--- config.mk ---
export PLATFORM = sky130hd
export DESIGN_NAME = shift_word
export DESIGN_NICKNAME = d
export VERILOG_FILES = /design/src/rtl/shift_pkg.sv /design/src/rtl/shift_tick_div.sv /design/src/rtl/shift_word.sv
export SDC_FILE = /design/constraint.sdc
export NUM_CORES = 1
export LEC_CHECK = 0
export BUFFER_PORTS_ARGS = -buffer_cell sky130_fd_sc_hd__buf_2
export CORE_MARGIN = 3
export CORE_UTILIZATION = 50
export DETAILED_ROUTE_END_ITERATION = 7
export PLACE_DENSITY = 0.88
export SYNTH_ARGS = -nofsm -noshare
export SYNTH_HDL_FRONTEND = slang
export SYNTH_SLANG_ARGS = --single-unit
--- constraint.sdc ---
create_clock -name clk -period 2.09 [get_ports clk]
set_input_delay 0.418 -clock clk [delete_from_list [all_inputs] [get_ports clk]]
set_output_delay 0.418 -clock clk [all_outputs]
set_load 0.01 [all_outputs]
--- src/rtl/shift_pkg.sv ---
// Shared types and constants for the shift_word block.
// The state enum doubles as the IDLE/SHIFT encoding constants.
package shift_pkg;

    typedef enum logic {
        ST_IDLE  = 1'b0,
        ST_SHIFT = 1'b1
    } state_t;

    // Fill bit used to build the default reset value of the shift word.
    localparam logic RESET_FILL = 1'b1;

endpackage

--- src/rtl/shift_tick_div.sv ---
// Shift-rate divider: emits one tick every SHIFT_DIV running cycles.
// The count freezes under hold and clears whenever the transfer is not running.
module shift_tick_div #(
    parameter int SHIFT_DIV = 1
) (
    input  logic clk,
    input  logic rst,
    input  logic run,
    input  logic hold,
    output logic tick
);

    localparam int DIV_W = (SHIFT_DIV > 1) ? $clog2(SHIFT_DIV) : 1;
    localparam logic [DIV_W-1:0] DIV_LAST = DIV_W'(SHIFT_DIV - 1);

    logic [DIV_W-1:0] r_div_cnt;

    assign tick = run && !hold && (r_div_cnt == DIV_LAST);

    // NOTE: sequential state uses non-blocking assignments only.
    always_ff @(posedge clk or posedge rst) begin
        if (rst) begin
            r_div_cnt <= '0;
        end else if (!run) begin
            r_div_cnt <= '0;
        end else if (!hold) begin
            r_div_cnt <= tick ? '0 : r_div_cnt + DIV_W'(1);
        end
    end

endmodule

--- src/rtl/shift_word.sv ---
// WIDTH-bit shift word with parallel load and a start/busy/done handshake
// that shifts a full word out on ser_out while capturing ser_in.
module shift_word
    import shift_pkg::*;
#(
    parameter int               WIDTH     = 32,
    parameter bit               LSB_FIRST = 1'b0,
    parameter int               SHIFT_DIV = 1,
    parameter logic [WIDTH-1:0] RESET_VAL = {WIDTH{RESET_FILL}}
) (
    input  logic             clk,
    input  logic             rst,
    input  logic             load,
    input  logic [WIDTH-1:0] par_in,
    input  logic             start,
    input  logic             hold,
    input  logic             ser_in,
    output logic             ser_out,
    output logic [WIDTH-1:0] par_out,
    output logic             busy,
    output logic             done
);

    localparam int BIT_W = $clog2(WIDTH);
    localparam logic [BIT_W-1:0] BIT_LAST = BIT_W'(WIDTH - 1);

    state_t           r_state;
    state_t           w_state_nxt;
    logic [BIT_W-1:0] r_bit_cnt;
    logic [WIDTH-1:0] r_word;
    logic             r_done;
    logic             w_run;
    logic             w_tick;
    logic             w_last;
    logic [WIDTH-1:0] w_word_shifted;

    assign w_run  = (r_state == ST_SHIFT);
    assign w_last = w_tick && (r_bit_cnt == BIT_LAST);

    shift_tick_div #(
        .SHIFT_DIV (SHIFT_DIV)
    ) u_tick_div (
        .clk  (clk),
        .rst  (rst),
        .run  (w_run),
        .hold (hold),
        .tick (w_tick)
    );

    // Outgoing bit leaves one end while the sampled ser_in enters the other.
    assign w_word_shifted = LSB_FIRST ? {ser_in, r_word[WIDTH-1:1]}
                                      : {r_word[WIDTH-2:0], ser_in};

    always_ff @(posedge clk or posedge rst) begin
        if (rst) begin
            r_state <= ST_IDLE;
        end else begin
            r_state <= w_state_nxt;
        end
    end

    // NOTE: the default comes first so every path assigns the next state and no latch is inferred.
    always_comb begin
        w_state_nxt = r_state;
        case (r_state)
            ST_IDLE:  if (start)  w_state_nxt = ST_SHIFT;
            ST_SHIFT: if (w_last) w_state_nxt = ST_IDLE;
            default:              w_state_nxt = ST_IDLE;
        endcase
    end

    always_ff @(posedge clk or posedge rst) begin
        if (rst) begin
            r_word    <= RESET_VAL;
            r_bit_cnt <= '0;
            r_done    <= 1'b0;
        end else begin
            r_done <= w_last;
            if (r_state == ST_IDLE) begin
                // A simultaneous load and start transfers the freshly loaded word.
                if (load)  r_word    <= par_in;
                if (start) r_bit_cnt <= '0;
            end else if (w_tick) begin
                r_word    <= w_word_shifted;
                r_bit_cnt <= w_last ? '0 : r_bit_cnt + BIT_W'(1);
            end
        end
    end

    assign ser_out = LSB_FIRST ? r_word[0] : r_word[WIDTH-1];
    assign par_out = r_word;
    assign busy    = w_run;
    assign done    = r_done;

endmodule

==> impl_metrics.tcl <==
set metrics [dict create \
    dp.cells 262 \
    grt_remaining_overflow 0 \
    max_slew_margin 0.781 \
    cpMaxStageDelayCell "dfrtp_2" \
    place_congestion 0.816 \
    crit_fanout 19 \
    avgRoutedWirePerCell_um 14.5 \
    wl_um 3910 \
    cts_max_path_buffers 2 \
    path_class "reg -> out" \
    finalCritPeriodShare 0.837 \
    fin_nets 261 \
    peakVddDrop_uv 824 \
    die_w_um 70.6 \
    hold_viol 0 \
    ys_warn_count 0 \
    syn2layout_area_growth_pct 22.6 \
    netlist_area_sq_mm 0.00209 \
    final_area_sq_mm 0.00256 \
    dr_total_vias 1414 \
    cts.sinks 40 \
    die_area_sq_mm 0.00499 \
    ioPinCount 73 \
    io_buffers 72 \
    clk_pin_slew_ns 0.07 \
    grt_pass1_vias 1424 \
    synth-seq-cells 40 \
    fp.dieH_um 70.6 \
    drt-pass1-iter-count 4 \
    period_needed_ns 1.75 \
    htree_levels 2 \
    worstPathCellList "buf_4, buf_2" \
    core_sq_mm 0.00385 \
    cp.arrival_ns 1.33 \
    tns_ns 0 \
    pre_cts_slack_ns 0.435 \
    post_cts_buffers 0 \
    worstSkewPairLatency_ns 0.29 \
    cts_resized 0 \
    drtIter0Drc 20 \
    power_uw 3440 \
    fin_skew_ns 0.00330 \
    rsz0062_at_grt "no" \
    leakage_uw 0.00120 \
    slew_violations 0 \
    fmax_mhz 572 \
    drtAntennaViolNets 0 \
    drive_above_1_share 0.820 \
    drc_errors 0 \
    ys_types 27 \
    required_ns 1.67 \
    num_rows 22 \
    cp-end-kind "output pin" \
    hold_buffers 0 \
    start_util 0.542 \
    power_per_cell_area_mw_per_mm2 1340 \
    antenna_found_initial 0 \
    finalSetupViolations 0 \
    seq_area_frac_synth 0.498 \
    crit_path_start_kind "flop" \
    cp_slowest_stage_delay_ns 0.57 \
    grt_pass1_wl_um 6670 \
    grt_max_degree 23 \
    cts_tree "yes" \
    diodes 0 \
    dp_hpwl_um 2950 \
    outcome "finished, final reports clean" \
    clockRootBuffer "clkbuf_8" \
    reg2reg_slack_ns 0.41 \
    numCtsBuffers 5 \
    syn_inst 145 \
    track_usage 0.168 \
    synth.net_count 185 \
    syn_area_per_cell_sq_um 14.4 \
    instances_no_fill 270 \
    hp-class "in -> async" \
    vias_per_cell 5.24 \
    max_slew.worst_pin.slew_ns 0.325 \
    maxCapViolations 0 \
    placed_cell_area_sq_mm 0.00247 \
    fin_ws_ns 0.341 \
]
final timing paths:
kind,from,endpoint,depth (start not counted)
setup / recovery,busy,busy,2
hold / removal,rst,r_bit_cnt[2],3
setup reg to reg,r_bit_cnt[0],r_bit_cnt[3],5
hold reg to reg,r_bit_cnt[1],r_bit_cnt[1],1
max in group asynchronous,rst,par_out[8],3
min in group clk,start,r_bit_cnt[2],3
stage by stage:
step / utilization / hold WS (ns)
detailed placement: 0.642 / 0.490
CTS: 0.665 / 0.170
global placement: 0.642 / 0.483
finish: 0.665 / 0.174
global route: 0.665 / 0.204
floorplan: - / 0.496
synth_stat cells:
cell | n | area share
nor2_1 | 5 | 0.0090
ha_1 | 2 | 0.012
buf_4 | 3 | 0.011
buf_2 | 1 | 0.0024
dfrtp_1 | 8 | 0.096
nor4_1 | 1 | 0.0030
a22o_1 | 2 | 0.0084
and4b_1 | 1 | 0.0048
nand4_1 | 1 | 0.0030
or3b_1 | 1 | 0.0042
nor2_2 | 1 | 0.0030
o2bb2ai_1 | 1 | 0.0042
o311ai_0 | 1 | 0.0042
inv_1 | 2 | 0.0036
and3_1 | 3 | 0.0090
mux2_2 | 58 | 0.31
o41ai_1 | 1 | 0.0042
dfstp_2 | 32 | 0.40
or3b_2 | 1 | 0.0042
nand2_1 | 1 | 0.0018
buf_6 | 5 | 0.027
nand3_1 | 2 | 0.0048
mux2_4 | 4 | 0.029
or3_1 | 1 | 0.0030
o21ai_0 | 3 | 0.0072
mux2_1 | 3 | 0.016
mux2i_4 | 1 | 0.011
layout by cell type (no fill, tap or decap):
| cell type | instances |
|---|---|
| mux2_4 | 4 |
| and4b_1 | 1 |
| dfrtp_1 | 7 |
| nor2_2 | 1 |
| ha_1 | 2 |
| buf_4 | 6 |
| a22o_1 | 2 |
| clkbuf_8 | 6 |
| mux2_2 | 58 |
| or3b_1 | 1 |
| inv_1 | 2 |
| o311ai_0 | 1 |
| o21ai_0 | 3 |
| nor4_1 | 1 |
| nor2_1 | 5 |
| or3_1 | 1 |
| nand3_1 | 2 |
| dfrtp_2 | 1 |
| dfstp_2 | 32 |
| o41ai_1 | 1 |
| nand4_1 | 1 |
| clkbuf_1 | 2 |
| mux2i_4 | 1 |
| nand2_1 | 1 |
| o2bb2ai_1 | 1 |
| and3_1 | 3 |
| or3b_2 | 1 |
| buf_2 | 72 |
| mux2_1 | 3 |
flip-flops by register name (all words and copies together) (netlist names):
name                  flops
busy                      1
done                      1
r_bit_cnt                 5
u_tick_div.r_div_cnt      1
par_out                  32
cell type report:
cell class	count	area [sq um]
Fill cell	297	1290
Sequential cell	40	1040
Multi-Input combinational cell	94	957
Timing Repair Buffer	78	405
Clock buffer	8	90.1
Tap cell	48	60.1
Inverter	2	7.51
power by group:
part / switching [uW] / internal, uW / leakage, uW
clock: 244 / 269 / 0.0000455
sequential: 248 / 1330 / 0.000431
combinational: 550 / 804 / 0.000719
kinds of logic (layout without fill, tap and decap cells):
logic type,count (synthesis),after routing,synth area share
fa+ha+maj,2,2,0.0120
simple gates,18,18,0.0497
compound gates,8,8,0.0281
flops,40,40,0.498
mux,66,66,0.368
buf+inv,11,88,0.0437
layer usage:
| metal | track usage | up-vias | share of wire |
|---|---|---|---|
| li1 | - | 680 | - |
| met3 | 0.0682 | 8 | 0.10 |
| met2 | 0.259 | 62 | 0.46 |
| met1 | 0.215 | 664 | 0.43 |
| met5 | 0 | - | 0 |
| met4 | 0.0564 | 0 | 0.014 |
critical path, delay by kind of cell, from the launching register on:
| kind | cells | cell delay (ns) |
|---|---|---|
| buf+inv | 2 | 0.47 |
| flops | 1 | 0.57 |
Power figures use the tool's default switching activity.
